### config.mk
export PLATFORM = sky130hd
export DESIGN_NAME = otp_stream_cryptor
export DESIGN_NICKNAME = d
export VERILOG_FILES = /design/src/rtl/otp_pkg.sv /design/src/rtl/otp_key_fifo.sv /design/src/rtl/otp_stream_cryptor.sv
export SDC_FILE = /design/constraint.sdc
export NUM_CORES = 1
export LEC_CHECK = 0
export CAP_MARGIN = 20
export CORE_MARGIN = 3
export CORE_UTILIZATION = 35
export CTS_BUF_LIST = sky130_fd_sc_hd__clkbuf_16
export CTS_CLUSTER_SIZE = 12
export DETAILED_ROUTE_END_ITERATION = 8
export HOLD_SLACK_MARGIN = 0.05
export PLACE_DENSITY = 0.48
export SYNTH_ARGS = -nofsm -noshare
export SYNTH_HDL_FRONTEND = slang
export SYNTH_SLANG_ARGS = --single-unit
### constraint.sdc
create_clock -name clk -period 7.9 [get_ports clk]
set_input_delay 1.185 -clock clk [delete_from_list [all_inputs] [get_ports clk]]
set_output_delay 1.185 -clock clk [all_outputs]
set_load 0.1 [all_outputs]
### src/rtl/otp_pkg.sv
`default_nettype none
// ============================================================================
// Module      : otp_pkg
// Description : Shared sizes and word types for the one-time-pad cryptor.
// Revision    : 1.0 - initial release
// ============================================================================
package otp_pkg;

    localparam int KEY_SIZE   = 16;
    localparam int MSG_SIZE   = 240;
    localparam int MSG_BLOCKS = MSG_SIZE / KEY_SIZE;

    typedef logic [KEY_SIZE-1:0] key_word_t;
    typedef logic [KEY_SIZE-1:0] msg_word_t;

endpackage : otp_pkg
`default_nettype wire

### src/rtl/otp_key_fifo.sv
`default_nettype none
// ============================================================================
// Module      : otp_key_fifo
// Description : Key FIFO; a slot is cleared as soon as its word is popped.
// Revision    : 1.0 - initial release
// ============================================================================
module otp_key_fifo
    import otp_pkg::*;
#(
    parameter int DATA_W = KEY_SIZE,
    parameter int DEPTH  = 16,
    localparam int PTR_W = $clog2(DEPTH),
    localparam int LVL_W = $clog2(DEPTH) + 1
)(
    input  logic              clk,
    input  logic              rst,
    input  logic              push,
    input  logic [DATA_W-1:0] din,
    input  logic              pop,
    output logic [DATA_W-1:0] dout,
    output logic [LVL_W-1:0]  level,
    output logic              full,
    output logic              empty
);

    logic [DATA_W-1:0] r_mem [DEPTH];
    logic [PTR_W-1:0]  r_wr_ptr;
    logic [PTR_W-1:0]  r_rd_ptr;
    logic [LVL_W-1:0]  r_level;
    logic              w_push;
    logic              w_pop;

    // Pointers can only coincide when empty or full, so push and pop never
    // target the same slot in one cycle.
    assign w_push = push && !full;
    assign w_pop  = pop  && !empty;

    always_ff @(posedge clk) begin
        if (rst) begin
            r_wr_ptr <= '0;
            r_rd_ptr <= '0;
            r_level  <= '0;
            for (int i = 0; i < DEPTH; i++) begin
                r_mem[i] <= '0;
            end
        end else begin
            if (w_pop) begin
                r_mem[r_rd_ptr] <= '0;
                r_rd_ptr        <= r_rd_ptr + 1'b1;
            end
            if (w_push) begin
                r_mem[r_wr_ptr] <= din;
                r_wr_ptr        <= r_wr_ptr + 1'b1;
            end
            case ({w_push, w_pop})
                2'b10:   r_level <= r_level + 1'b1;
                2'b01:   r_level <= r_level - 1'b1;
                default: r_level <= r_level;
            endcase
        end
    end

    assign dout  = r_mem[r_rd_ptr];
    assign level = r_level;
    assign full  = (r_level == LVL_W'(DEPTH));
    assign empty = (r_level == '0);

endmodule : otp_key_fifo
`default_nettype wire

### src/rtl/otp_stream_cryptor.sv
`default_nettype none
// ============================================================================
// Module      : otp_stream_cryptor
// Description : Streaming one-time-pad XOR cryptor with a key FIFO.
// Revision    : 1.0 - initial release
// ============================================================================
module otp_stream_cryptor
    import otp_pkg::*;
#(
    parameter int BLOCK_W    = KEY_SIZE,
    parameter int MSG_BLOCKS = otp_pkg::MSG_BLOCKS,
    parameter int KEY_DEPTH  = 16
)(
    input  logic                       clk,
    input  logic                       rst,
    input  logic [BLOCK_W-1:0]         key_in,
    input  logic                       key_valid,
    output logic                       key_ready,
    input  logic [BLOCK_W-1:0]         in_data,
    input  logic                       in_last,
    input  logic                       in_valid,
    output logic                       in_ready,
    output logic [BLOCK_W-1:0]         out_data,
    output logic                       out_last,
    output logic                       out_valid,
    input  logic                       out_ready,
    output logic [$clog2(KEY_DEPTH):0] key_level,
    output logic                       frame_err
);

    localparam int                CNT_W      = $clog2(MSG_BLOCKS + 1);
    localparam logic [CNT_W-1:0] c_last_blk = CNT_W'(MSG_BLOCKS - 1);

    logic [BLOCK_W-1:0] w_key_head;
    logic               w_key_full;
    logic               w_key_empty;
    logic               w_accept;
    logic               w_at_last;

    logic [BLOCK_W-1:0] r_out_data;
    logic               r_out_last;
    logic               r_out_valid;
    logic [CNT_W-1:0]   r_blk_cnt;
    logic               r_frame_err;

    assign key_ready = !w_key_full;
    // A word is only taken when a key is already stored: no bypass, no stale key.
    assign in_ready  = !w_key_empty && (!r_out_valid || out_ready);
    assign w_accept  = in_valid && in_ready;
    assign w_at_last = (r_blk_cnt == c_last_blk);

    otp_key_fifo #(
        .DATA_W (BLOCK_W),
        .DEPTH  (KEY_DEPTH)
    ) u_key_fifo (
        .clk   (clk),
        .rst   (rst),
        .push  (key_valid),
        .din   (key_in),
        .pop   (w_accept),
        .dout  (w_key_head),
        .level (key_level),
        .full  (w_key_full),
        .empty (w_key_empty)
    );

    always_ff @(posedge clk) begin
        if (rst) begin
            r_out_data  <= '0;
            r_out_last  <= 1'b0;
            r_out_valid <= 1'b0;
            r_blk_cnt   <= '0;
            r_frame_err <= 1'b0;
        end else begin
            if (w_accept) begin
                r_out_data  <= in_data ^ w_key_head;
                r_out_last  <= w_at_last;
                r_out_valid <= 1'b1;
                r_blk_cnt   <= (w_at_last || in_last) ? '0 : r_blk_cnt + 1'b1;
                if (in_last != w_at_last) begin
                    r_frame_err <= 1'b1;
                end
            end else if (out_ready) begin
                r_out_valid <= 1'b0;
            end
        end
    end

    assign out_data  = r_out_data;
    assign out_last  = r_out_last;
    assign out_valid = r_out_valid;
    assign frame_err = r_frame_err;

endmodule : otp_stream_cryptor
`default_nettype wire

==> flow_summary.yaml, run 1 <==
route:
  wl_per_cell_um: 23.7
  drtIter0Drc: 642
  viasPerCell: 4.95
  drc_errors: 0
  drtAntennaViolNets: 0
  first_pass_iters: 5
  vias: 7460
  wirelength_um: 35800
sta:
  worst-slew-pin-transition_ns: 1.05
  final-hold-violation-count: 0
  fin_crit_sh_pct: 54.9
  fin_crit_ns: 4.34
  finalSetupViolations: 0
  max_slew_margin_pct: 30.0
  finClkSkew_ns: 0.0124
  rsz0062_at_grt: "false"
  slew_violations: 0
  fmaxAchievable_mhz: 231
  tns_ns: 0
die:
  rows: 71
  core-area_um2: 38200
  dieHeight_um: 204
  die_x_um: 204
  ioPinCount: 64
  initial_utilization_pct: 35.9
  dieArea_um2: 41600
power:
  cellPowerDensity_nw_per_um2: 297
  p_int_mw: 3.08
  p_sw_share_pct: 34.3
  p_seq_share_pct: 41.4
  total_power_mw: 4.69
  p_comb_share_pct: 26.6
  p_clk_share_pct: 32.0
  p_leak_nw: 5.48
  irDropWorstVdd_uv: 214
  power.switching_mw: 1.61
placement:
  io_buffers: 63
  dp_hpwl_um: 23100
  globalplace.congestion: 0.748
  dpl.cell_count: 1445
global_route:
  overflow: 0
  grt_pass1_vias: 7470
  grtUsageTotal_pct: 17.4
  grt_pass1_wl_um: 52600
  grt_start_max_net_pins: 65
  antenna_found_initial: 0
hold_path:
  whs_endpoint: "out_last"
  min-delay-start: "out_last"
  hold_path_class: "reg2reg"
  min_path_cells: 2
clock_network:
  path_clk_slew_ns: 0.05
  htreeDepth: 2
  post_cts_buffers: 0
  clockRootBuffer: "clkbuf_16"
  clk_path_buf_depth: 3
  clock_latency_ns: 0.52
  post_cts_resized: 0
  cts_inserted_buffers: 35
  cts_sinks: 296
  cts_tree: "done"
  cts_hold_buf: 0
finish:
  layout.cells.non_filler: 1508
  synthToLayoutAreaGrowth_pct: 15.0
  drive_above_1_share_pct: 13.5
  fillers: 3536
  postLayoutCoreUtil_pct: 41.3
  final_cell_mix: "257 x and2_1, 256 x edfxtp_1, 64 x mux4_2"
  layout_commonest_cell: "and2_1"
  layout.nets: 1024
synthesis:
  syn-cell-area_um2: 13700
  synthArstFlopShare_pct: 0
  syn-num-nets: 982
  synth_edf_count: 256
  synth_cells: 929
  ys_ff_latch: 296
  synth_warnings: 0
  ys_seq_area_share_pct: 61.8
  ys.flop_type: "edfxtp_1"
  synth_area_per_cell_um2: 14.8
  synth.distinct_cells: 43
critical_path:
  critPathCaptureType: "primary output"
  critPathMaxFanout: 2
  r2r_start: "u_key_fifo.level[2]"
  path_class: "in2out"
  cp-start-kind: "primary input"
  cp_common_cell: "clkdlybuf4s50_1"
  arrival_ns: 3.15
  worstReg2RegEnd: "u_key_fifo.level[4]"
  r2r_slack_ns: 4.28
  slowest_stage: "clkdlybuf4s50_1"
  cpPeakStageDelay_ns: 1.17
  critPathBufInv: 2
  crit_family: "buffers and inverters"
  rr_worst_depth: 13
  path_cells: "clkdlybuf4s50_1 > nand2b_1 > a21boi_1 > clkdlybuf4s50_1"
  critPathRequiredTime_ns: 6.71
run:
  maxCapViolations: 0
status:
  status: "complete, no violations"
power groups by stage:
| stage | clock network, mW | registers, mW | logic [mW] |
|---|---|---|---|
| 6_report | 1.50 | 1.94 | 1.25 |
| 5_1_grt | 1.60 | 1.96 | 1.32 |
| 2_1_floorplan | 0 | 2.32 | 0.551 |
| 3_3_place_gp | 0 | 1.97 | 1.26 |
| 4_1_cts | 1.53 | 1.94 | 1.26 |
| 3_5_place_dp | 0 | 1.97 | 1.26 |
worst register-to-register path, cell delays in order (launching register included):
cell and delay (ns):
dfxtp_1 0.56, nor4_4 0.11, a21boi_1 0.22, nand2_1 0.18, inv_2 0.07, buf_4 0.54, ha_1 0.48, xor2_1 0.11
ha_1 0.22, inv_1 0.06, o21ai_0 0.07, a21o_1 0.20, a221oi_1 0.31, mux2_2 0.36
worst max-delay path by stage:
| stage | startpoint | endpoint | slack (ns) | depth (start not counted) |
|---|---|---|---|---|
| 2_1_floorplan | u_key_fifo.level[1] | u_key_fifo.level[4] | 2.39 | 15 |
| 3_5_place_dp | out_ready | u_key_fifo.level[4] | 3.19 | 14 |
| 5_1_grt | out_ready | u_key_fifo.level[4] | 3.43 | 14 |
| 3_3_place_gp | out_ready | u_key_fifo.level[4] | 3.25 | 14 |
| 4_1_cts | out_ready | in_ready | 3.56 | 4 |
| 6_report | out_ready | in_ready | 3.56 | 4 |
sequential cells by signal, summed over array words and instances, names as in the netlist, named ones only:
register and flops:
u_key_fifo.r_mem 256, out_data 16, u_key_fifo.level 5, r_blk_cnt 4
u_key_fifo.r_rd_ptr 4, u_key_fifo.r_wr_ptr 4, frame_err 1, out_last 1
out_valid 1
cell usage after synthesis, types with 3 or more instances:
| cell | number | area (µm²) |
|---|---|---|
| a211oi_1 | 16 | 120 |
| a21oi_1 | 10 | 50.1 |
| a311o_1 | 16 | 160 |
| and2_1 | 257 | 1610 |
| buf_2 | 12 | 60.1 |
| buf_4 | 6 | 45.0 |
| buf_6 | 6 | 67.6 |
| clkbuf_1 | 42 | 158 |
| dfxtp_1 | 40 | 801 |
| edfxtp_1 | 256 | 7690 |
| ha_1 | 15 | 188 |
| inv_1 | 9 | 33.8 |
| mux2i_1 | 49 | 490 |
| mux4_2 | 64 | 1440 |
| nand2_1 | 14 | 52.6 |
| nand2b_1 | 6 | 37.5 |
| nand3_1 | 3 | 15.0 |
| nand3b_1 | 3 | 22.5 |
| nand4_1 | 3 | 18.8 |
| nor2_1 | 42 | 158 |
| nor2_4 | 4 | 45.0 |
| nor3_2 | 4 | 40.0 |
| o21ai_0 | 4 | 20.0 |
| xnor2_1 | 18 | 158 |
| xor2_1 | 8 | 70.1 |
kinds of logic (layout without fill, tap and decap cells):
family | after synthesis | in the layout | share of synthesized area, %
AO/OA/AOI/OAI | 56 | 56 | 3.19
buffers and inverters | 79 | 146 | 2.77
AND/OR/NAND/NOR | 343 | 343 | 15.0
XOR/XNOR | 26 | 26 | 1.66
adder cells (fa/ha/maj) | 15 | 15 | 1.37
other | 0 | 1 | 0
flip-flops | 296 | 296 | 61.8
multiplexers | 114 | 114 | 14.2
per-layer routing:
layer	routed length, µm	global-route usage (%)	vias to the layer above
li1	-	-	3489
met1	17400	26.0	3765
met2	16300	26.9	167
met3	1540	2.82	39
met4	605	3.76	0
met5	0	0	-
stage by stage:
stage | instance area, µm² | hold WS (ns) | worst slack [ns]
2_1_floorplan | 13700 | 0.462 | 2.39
3_3_place_gp | 14700 | 0.450 | 3.25
3_5_place_dp | 14700 | 0.457 | 3.19
4_1_cts | 15800 | 0.465 | 3.56
5_1_grt | 15800 | 0.480 | 3.43
6_report | 15800 | 0.462 | 3.56
layout make-up:
class | instances | area [µm²] | share of cell area [%]
sequential | 296 | 8500 | 53.8
multi-input combinational | 554 | 4860 | 30.8
clock buffer | 37 | 926 | 5.86
timing repair buffer | 73 | 701 | 4.44
tap | 511 | 639 | 4.05
clock inverter | 25 | 128 | 0.808
inverter | 11 | 41.3 | 0.261
antenna | 1 | 2.50 | 0.0158
No activity file was read; power rests on OpenSTA's default activity.
==> inputs of run 2 (changes only) <==
--- a/config.mk
+++ b/config.mk
@@ -12,7 +12,7 @@
 export CTS_CLUSTER_SIZE = 12
 export DETAILED_ROUTE_END_ITERATION = 8
 export HOLD_SLACK_MARGIN = 0.05
-export PLACE_DENSITY = 0.48
+export PLACE_DENSITY = 0.5
 export SYNTH_ARGS = -nofsm -noshare
 export SYNTH_HDL_FRONTEND = slang
 export SYNTH_SLANG_ARGS = --single-unit
==> constraint.sdc (replaced) <==
create_clock -name clk -period 3.7 [get_ports clk]
set_input_delay 0.555 -clock clk [delete_from_list [all_inputs] [get_ports clk]]
set_output_delay 0.555 -clock clk [all_outputs]
set_load 0.1 [all_outputs]
==> run 2 against run 1 <==
Global-route usage down 1.5 points. Sequential power up 110%. Clock power up 110%. Count of clock-buffer cells in the layout down 2. Final area up 1.5%. Non-clock buffer count up 29. Via count down 0.64%. Critical path type is now reg2out. Largest cell class unchanged. Highest routed layer unchanged.
==> flow_summary.yaml, run 2 (synthesis gave the netlist of run 1 again) <==
critical_path:
  arrival_ns: 2.40
  cp-start-kind: "register"
  critPathCaptureType: "primary output"
  path_class: "reg2out"
  critPathMaxFanout: 5
  critPathRequiredTime_ns: 3.14
placement:
  globalplace.congestion: 0.733
  placed_cell_area_um2: 15000
  io_buffers: 63
  dp_hpwl_um: 20900
  dpl.cell_count: 1474
die:
  dieArea_um2: 41600
  core-area_um2: 38200
  ioPinCount: 64
  rows: 71
  dieHeight_um: 204
  die_x_um: 204
  initial_utilization_pct: 35.9
finish:
  synthToLayoutAreaGrowth_pct: 16.8
  layout.nets: 1053
  fillers: 3447
  layout.cells.non_filler: 1533
  largest_reg_flops: 256
  regMostFlops: "u_key_fifo.r_mem"
  postLayoutCellArea_um2: 16000
  layout_commonest_cell: "and2_1"
  postLayoutCoreUtil_pct: 42.0
  diodes: 0
  drive_above_1_share_pct: 17.2
  final_cell_mix: "257 x and2_1, 256 x edfxtp_1, 64 x mux4_2"
sta:
  slew_violations: 0
  fin_crit_sh_pct: 79.8
  finalSetupViolations: 0
  rsz0062_at_grt: "false"
  tns_ns: 0
  final-hold-violation-count: 0
  max_slew_margin_pct: 32.6
  worst-slew-pin-transition_ns: 1.01
  fmaxAchievable_mhz: 339
  finClkSkew_ns: 0.0226
  fin_crit_ns: 2.95
clock_network:
  cts_tree: "done"
  cts_hold_buf: 0
  clock_latency_ns: 0.51
  clockRootBuffer: "clkbuf_16"
  htreeDepth: 2
  cts_sinks: 296
  clk_path_buf_depth: 3
  path_clk_slew_ns: 0.06
  post_cts_buffers: 0
  cts_inserted_buffers: 35
  post_cts_resized: 0
route:
  drc_errors: 0
  wirelength_um: 32000
  wl_met1_um: 15100
  drtIter0Drc: 409
  wl_met3_um: 987
  wl_met2_um: 15300
  top_layer: "met4"
  drtAntennaViolNets: 0
  wl_per_cell_um: 20.8
  vias: 7412
  first_pass_iters: 5
  viasPerCell: 4.83
power:
  p_clk_share_pct: 31.3
  power.switching_mw: 3.35
  p_seq_share_pct: 42.1
  total_power_mw: 9.88
  irDropWorstVdd_uv: 433
  p_leak_nw: 5.64
  p_comb_share_pct: 26.7
  cellPowerDensity_nw_per_um2: 616
  p_int_mw: 6.53
  p_sw_share_pct: 33.9
global_route:
  antenna_found_initial: 0
  grt_pass1_vias: 7812
  grt_pass1_wl_um: 49700
  overflow: 0
  grtUsageTotal_pct: 15.8
  grt_start_max_net_pins: 61
status:
  status: "complete, no violations"
hold_path:
  hold_path_class: "reg2reg"
run:
  maxCapViolations: 0
[run 2: cell types whose count changed in the layout (fill, tap and decap cells not counted), sizes merged]
cell,change
inv,+1
clkbuf,-2
clkdlybuf4s50,-1
buf,+30
clkinv,-2
diode,-1
[run 2: through the flow]
stage	setup slack, ns	hold WS (ns)
2_1_floorplan	0.0960	0.462
3_3_place_gp	0.467	0.446
3_5_place_dp	0.487	0.446
4_1_cts	0.713	0.454
5_1_grt	0.659	0.497
6_report	0.748	0.452
[run 2: routing by layer]
metal,vias to the layer above,global-route usage [%]
met4,0,3.76
met1,3708,22.5
li1,3541,-
met2,122,26.1
met5,-,0
met3,41,1.97
[run 2: final timing paths]
| check | start | to | slack [ns] | cells after the start |
|---|---|---|---|---|
| setup / recovery | u_key_fifo.level[0] | key_ready | 0.75 | 3 |
| hold / removal | out_last | out_last | 0.45 | 2 |
| setup reg to reg | u_key_fifo.level[0] | u_key_fifo.level[4] | 0.92 | 12 |
| hold reg to reg | out_last | out_last | 0.45 | 2 |
[run 2: critical path, cell delays in order, from the launching register on]
cell,delay [ns]
dfxtp_4,0.37
nor4_4,0.45
nand2_1,0.09
clkdlybuf4s50_1,0.98
[run 2: power by group through the flow]
stage                     combinational [mW]  clock, mW  sequential (mW)
final                                   2.63       3.09             4.16
after global placement                  2.65          0             4.22
after detailed placement                2.65          0             4.23
after floorplan                         1.20          0             4.97
after global routing                    2.81       3.32             4.19
after CTS                               2.66       3.18             4.16
[run 2: area by class of cell]
cell class | count | area, µm² | share of cell area (%)
Clock inverter | 24 | 135 | 0.843
Timing Repair Buffer | 102 | 953 | 5.95
Sequential cell | 296 | 8510 | 53.1
Tap cell | 511 | 639 | 3.99
Inverter | 11 | 41.3 | 0.258
Clock buffer | 35 | 876 | 5.46
Multi-Input combinational cell | 554 | 4870 | 30.4
